### src/rtl/sprite_line_scheduler.sv
// Per-scanline sprite controller: fetches one bitmap row per visible sprite
// during horizontal blank into shadow buffers, swaps them into the active
// buffers at line start, and renders a prioritised, X-mirrored pixel stream.
module sprite_line_scheduler #(
  parameter int unsigned NUM_SPRITES = 4,
  parameter logic [8:0]  FETCH_HPOS  = 9'd256,
  parameter logic [8:0]  LOAD_HPOS   = 9'd0
) (
  input  logic                     clk,
  input  logic                     reset,
  input  logic [8:0]               hpos,
  input  logic [8:0]               vpos,
  input  logic                     display_on,
  input  logic [NUM_SPRITES-1:0]   sprite_en,
  input  logic [9*NUM_SPRITES-1:0] sprite_x,
  input  logic [9*NUM_SPRITES-1:0] sprite_y,
  output logic                     rom_req,
  output logic [5:0]               rom_addr,
  input  logic                     rom_ack,
  input  logic [7:0]               rom_data,
  output logic                     gfx,
  output logic [1:0]               gfx_slot,
  output logic                     busy
);

  localparam logic [1:0] LAST_SLOT = 2'(NUM_SPRITES - 1);

  typedef enum logic [2:0] {
    IDLE,
    CHECK,
    REQ,
    STORE,
    DONE
  } state_t;

  state_t state, state_nxt;

  logic [1:0] slot, slot_nxt;
  logic [3:0] row, row_nxt;

  logic       load_now;
  logic       fetch_start;
  logic       store_en;

  logic [8:0] cur_y;
  logic       cur_en;
  logic [8:0] dy;

  logic [7:0]             shadow_bits  [NUM_SPRITES];
  logic [NUM_SPRITES-1:0] shadow_valid;
  logic [7:0]             load_bits    [NUM_SPRITES];
  logic [NUM_SPRITES-1:0] load_valid;
  logic [7:0]             active_bits  [NUM_SPRITES];
  logic [NUM_SPRITES-1:0] active_valid;

  logic [3:0]             xofs         [NUM_SPRITES];
  logic [NUM_SPRITES-1:0] drawing;
  logic [2:0]             bit_idx      [NUM_SPRITES];
  logic [NUM_SPRITES-1:0] pix;

  logic       hit;
  logic [1:0] win;

  assign load_now = (hpos == LOAD_HPOS);

  // Select enable and top edge of the slot currently being checked.
  always_comb begin
    cur_y  = '0;
    cur_en = 1'b0;
    for (int unsigned i = 0; i < NUM_SPRITES; i++) begin
      if (slot == 2'(i)) begin
        cur_y  = sprite_y[9*i +: 9];
        cur_en = sprite_en[i];
      end
    end
  end

  // Row offset of the next line (vpos + 1) within the sprite, modulo 512.
  assign dy = vpos + 9'd1 - cur_y;

  // FSM state register.
  always_ff @(posedge clk) begin
    if (!reset) begin
      state <= IDLE;
      slot  <= '0;
      row   <= '0;
    end else begin
      state <= state_nxt;
      slot  <= slot_nxt;
      row   <= row_nxt;
    end
  end

  // FSM next-state: walk slots, request visible rows, abort on line load.
  always_comb begin
    state_nxt = state;
    slot_nxt  = slot;
    row_nxt   = row;
    store_en  = 1'b0;
    unique case (state)
      IDLE: begin
        if (hpos == FETCH_HPOS) begin
          state_nxt = CHECK;
          slot_nxt  = '0;
        end
      end
      CHECK: begin
        if (cur_en && (dy < 9'd16)) begin
          row_nxt   = dy[3:0];
          state_nxt = REQ;
        end else if (slot == LAST_SLOT) begin
          state_nxt = DONE;
        end else begin
          slot_nxt = slot + 2'd1;
        end
      end
      REQ: begin
        if (rom_ack) begin
          store_en  = 1'b1;
          state_nxt = STORE;
        end
      end
      STORE: begin
        if (slot == LAST_SLOT) begin
          state_nxt = DONE;
        end else begin
          slot_nxt  = slot + 2'd1;
          state_nxt = CHECK;
        end
      end
      DONE: begin
        state_nxt = IDLE;
      end
      default: begin
        state_nxt = IDLE;
      end
    endcase
    // Line load wins over any fetch still in flight; store_en is left intact
    // so an ack landing on the load cycle still reaches the active buffer.
    if (load_now) begin
      state_nxt = IDLE;
    end
  end

  assign fetch_start = (state == IDLE) && (state_nxt == CHECK);

  // ROM handshake outputs derive from the registered state.
  always_comb begin
    rom_req  = (state == REQ);
    rom_addr = '0;
    if (state == REQ) begin
      rom_addr = {slot, row};
    end
  end

  assign busy = (state != IDLE);

  // Shadow buffers: cleared at fetch start, written on each ROM ack.
  always_ff @(posedge clk) begin
    if (!reset) begin
      shadow_valid <= '0;
    end else if (fetch_start) begin
      shadow_valid <= '0;
    end else if (store_en) begin
      for (int unsigned i = 0; i < NUM_SPRITES; i++) begin
        if (slot == 2'(i)) begin
          shadow_valid[i] <= 1'b1;
        end
      end
    end
  end

  // Shadow bitmap storage; validity is tracked separately.
  always_ff @(posedge clk) begin
    for (int unsigned i = 0; i < NUM_SPRITES; i++) begin
      if (store_en && (slot == 2'(i))) begin
        shadow_bits[i] <= rom_data;
      end
    end
  end

  // Shadow contents as they will be after this cycle's store, for the load.
  always_comb begin
    for (int unsigned i = 0; i < NUM_SPRITES; i++) begin
      load_bits[i]  = shadow_bits[i];
      load_valid[i] = shadow_valid[i];
      if (store_en && (slot == 2'(i))) begin
        load_bits[i]  = rom_data;
        load_valid[i] = 1'b1;
      end
    end
  end

  // Active buffers: take the shadow copy at line start, hold otherwise.
  always_ff @(posedge clk) begin
    if (!reset) begin
      active_valid <= '0;
    end else if (load_now) begin
      active_valid <= load_valid;
      for (int unsigned i = 0; i < NUM_SPRITES; i++) begin
        active_bits[i] <= load_bits[i];
      end
    end
  end

  // Per-slot X counters; drawing stays set through the xofs == 0 pixel.
  always_ff @(posedge clk) begin
    for (int unsigned i = 0; i < NUM_SPRITES; i++) begin
      if (!reset) begin
        xofs[i]    <= '0;
        drawing[i] <= 1'b0;
      end else if (hpos == sprite_x[9*i +: 9]) begin
        xofs[i]    <= 4'd15;
        drawing[i] <= 1'b1;
      end else if (xofs[i] != 4'd0) begin
        xofs[i] <= xofs[i] - 4'd1;
      end else begin
        drawing[i] <= 1'b0;
      end
    end
  end

  // Mirrored bit index: 15 - xofs for the upper half equals ~xofs[2:0].
  always_comb begin
    for (int unsigned i = 0; i < NUM_SPRITES; i++) begin
      bit_idx[i] = xofs[i][3] ? ~xofs[i][2:0] : xofs[i][2:0];
      pix[i]     = active_valid[i] & drawing[i] & active_bits[i][bit_idx[i]];
    end
  end

  // Lowest-numbered slot with a set pixel wins.
  always_comb begin
    hit = 1'b0;
    win = '0;
    for (int unsigned i = 0; i < NUM_SPRITES; i++) begin
      if (pix[i] && !hit) begin
        hit = 1'b1;
        win = 2'(i);
      end
    end
  end

  // Registered pixel output.
  always_ff @(posedge clk) begin
    if (!reset) begin
      gfx      <= 1'b0;
      gfx_slot <= '0;
    end else begin
      gfx      <= display_on & hit;
      gfx_slot <= win;
    end
  end

endmodule
### config.mk
export PLATFORM = sky130hd
export DESIGN_NAME = sprite_line_scheduler
export DESIGN_NICKNAME = d
export VERILOG_FILES = /design/src/rtl/sprite_line_scheduler.sv
export SDC_FILE = /design/constraint.sdc
export NUM_CORES = 1
export LEC_CHECK = 0
export BUFFER_PORTS_ARGS = -buffer_cell sky130_fd_sc_hd__buf_2
export CAP_MARGIN = 20
export CELL_PAD_IN_SITES_DETAIL_PLACEMENT = 1
export CELL_PAD_IN_SITES_GLOBAL_PLACEMENT = 2
export CORE_ASPECT_RATIO = 2
export CORE_MARGIN = 4
export CORE_UTILIZATION = 38
export DETAILED_ROUTE_END_ITERATION = 7
export PLACE_DENSITY = 0.89
export SYNTH_ARGS = -nofsm -noshare
export SYNTH_HDL_FRONTEND = slang
export SYNTH_SLANG_ARGS = --single-unit
### constraint.sdc
create_clock -name clk -period 10.1 [get_ports clk]
set_clock_uncertainty 0.05 [all_clocks]
set_input_delay 0.505 -clock clk [delete_from_list [all_inputs] [get_ports clk]]
set_output_delay 0.505 -clock clk [all_outputs]
set_load 0.005 [all_outputs]
==> results.md <==
- Most used DFF post-synth: dfxtp_1
- CTS buffer count: 9
- Final ANT Viol Nets: 0
- Synth Area per Inst: 10.6 um^2
- Root buf cell: clkbuf_16
- Most common cell in the synthesized netlist: dfxtp_1
- Asr flop ratio synth: 0
- Worst EP required: 10260 ps
- Initial antenna violation count: 0
- Fin crit share: 0.443
- Gr ovfl total: 0
- Post-Syn Instances: 537
- Endpoint class of the critical path: flop
- Slew @ Worst Pin: 917 ps
- RSZ-0062 raised after global routing: no
- Die X: 94.6 um
- Pin count of the biggest net entering global routing: 33
- Gp weighted congestion: 0.781
- Share of the synthesized area in the top cell type: 0.253
- Mapped cell area: 5700 um^2
- Die Area: 17200 um^2
- Register bit total from synthesis: 104
- Distinct cell type count after synthesis: 53
- Post-synth EDFFs: 48
- Buffer count from post-CTS setup fixing: 0
- HPWL Detailed: 12700 um
- Worst EP arrival: 4630 ps
- Bufs on Longest Clock Path: 2
- Gr usage total: 0.188
- Rows: 63
- Port bufs: 116
- Sequential share of the synthesized area: 0.449
- Post-Route WL: 15700 um
- Max Freq: 223 MHz
- Via count: 4454
- Die height: 181 um
- Pwr Density: 173 nW/um^2
- Vias in the first global route: 5015
- Net Count, Synth: 671
- Hold buffer count at cts: 0
- CP max FO: 22
- # DRC: 0
- R2r setup slk: 5620 ps
- DR iter-0 viols: 158
- # setup viols final: 0
- Hold Vio Cnt, Final: 0
- Initial Util: 0.385
- First-pass GRT wire length: 24700 um
- Status: finished clean
- Ys Warns: 0
- Drt pass-1 iters: 4
- Drt wl/cell: 18.7 um
- Critical Path Source Type: flop
- # diodes: 0
- Slew headroom: 0.383
- Fin crit period: 4480 ps
- Max Slew Vio Count: 0
- Multi-input logic area: 2910 um^2
- Crit Path Class: reg2reg
- Area Growth Syn to Fin: 17.9%
- CTS tree: yes
- Reg area: 2560 um^2
- Synth area leader: edfxtp_1
- Clk sinks: 104
- Layout cells sized above 1: 0.300
- CORE AREA: 14800 um^2
- Setup TNS: 0 ps
- Clock slew at reported path FFs: 70 ps
- Worst hold path type: in2reg
- Clk Latency, worst-skew pair: 350 ps
- Pleak: 2.76 nW
- Final Net Count: 773
- Total power: 1.17 mW
- Via density: 5.31
- Area contributors post-synth: edfxtp_1 25%, dfxtp_1 20%, mux2_2 6.5%, ha_1 5.9%, xnor2_1 5.1%
- H-tree levels: 3
- Post_cts resized: 0
- Top-level I/O count: 117
- Commonest cells in the netlist: 56 x dfxtp_1, 48 x edfxtp_1, 43 x a21oi_1, 41 x nor2_1
- Max-capacitance violation count: 0
- Worst VDD drop: 0.0953 mV
- Fillers: 1725
## critical path, cell delays in order (launching register included)
cell and delay [ps]:
dfxtp_1 350, inv_1 90, ha_1 610, a21oi_1 160
nor2_1 110, a21oi_1 50, o21ai_0 350, ha_1 300
inv_1 60, ha_1 180, inv_1 60, fa_1 370
nand2b_1 180, a21oi_1 170, mux2i_1 210, o2111ai_1 210
or4_1 500, o21ai_0 200, a21oi_1 110
## state kept, by name (all words and copies together) (netlist names)
signal        flops
drawing           4
active_valid      4
gfx_slot          2
row               4
gfx               1
shadow_bits      32
active_bits      32
state             3
shadow_valid      4
slot              2
xofs             16
## power by group
group	total (mW)	internal [mW]	switching [mW]	leakage [nW]
Sequential	0.534	0.481	0.0532	0.926
Combinational	0.284	0.133	0.151	1.68
Clock	0.348	0.178	0.171	0.151
Total	1.17	0.792	0.375	2.76
## final cells by class
cell class / instances / share of cell area
clock buffer: 9 / 0.0335
clock inverter: 7 / 0.0125
inverter: 31 / 0.0173
multi-input combinational: 376 / 0.432
sequential: 104 / 0.381
tap: 195 / 0.0363
timing repair buffer: 117 / 0.0874
## path summary, 6_finish.rpt
path | startpoint | end | cells past startpoint
min reg2reg | shadow_bits[3][1]$_DFF_P_ | shadow_bits[3][1]$_DFF_P_ | 1
min | display_on | gfx$_SDFF_PN0_ | 3
max | slot[1]$_SDFFE_PN0P_ | row[1]$_SDFFE_PN0P_ | 18
max reg2reg | slot[1]$_SDFFE_PN0P_ | row[1]$_SDFFE_PN0P_ | 18
## metal layers
| layer | vias up | routed length (um) | GRT usage |
|---|---|---|---|
| li1 | 2144 | - | - |
| met1 | 2136 | 5250 | 0.175 |
| met2 | 142 | 9060 | 0.371 |
| met3 | 32 | 733 | 0.0325 |
| met4 | 0 | 606 | 0.0920 |
| met5 | - | 0 | 0 |
## stage by stage
stage	worst slack, ps	util	std cells	area (um^2)	hold WS (ps)
floorplan	6240	-	537	5700	374
global placement	5780	0.433	823	6420	403
detailed placement	5610	0.433	823	6420	411
CTS	5610	0.454	839	6730	323
global route	5170	0.454	839	6730	341
finish	5620	0.454	839	6730	333
## logic make-up (layout without fill, tap and decap cells)
group / after synthesis / count (layout) / share of synthesized area
buffers and inverters: 57 / 164 / 0.0421
AO/OA/AOI/OAI: 100 / 100 / 0.105
multiplexers: 50 / 50 / 0.128
XOR/XNOR: 50 / 50 / 0.0807
flip-flops: 104 / 104 / 0.449
AND/OR/NAND/NOR: 148 / 148 / 0.132
adder cells (fa/ha/maj): 28 / 28 / 0.0627
## cell usage in the layout (no fill, tap or decap), drive strengths merged, types with 2 or more instances in the layout
cell and count:
mux4 14, a211oi 6, a21oi 46, nand3 20, or3 6, o21bai 2
xor2 15, inv 35, nor3 11, clkinv 3, nand4 11, o21ai 25
dfxtp 56, ha 27, mux2 33, nand2 30, o2111ai 3, o21a 2
or2 2, nand2b 6, o22ai 2, a31oi 7, mux2i 3, nor3b 3
xnor2 35, nor2 41, and2 7, nand3b 3, buf 117, nor4 7
a21o 3, o32ai 2, edfxtp 48, clkbuf 9
No activity file was read; power rests on OpenSTA's default activity.
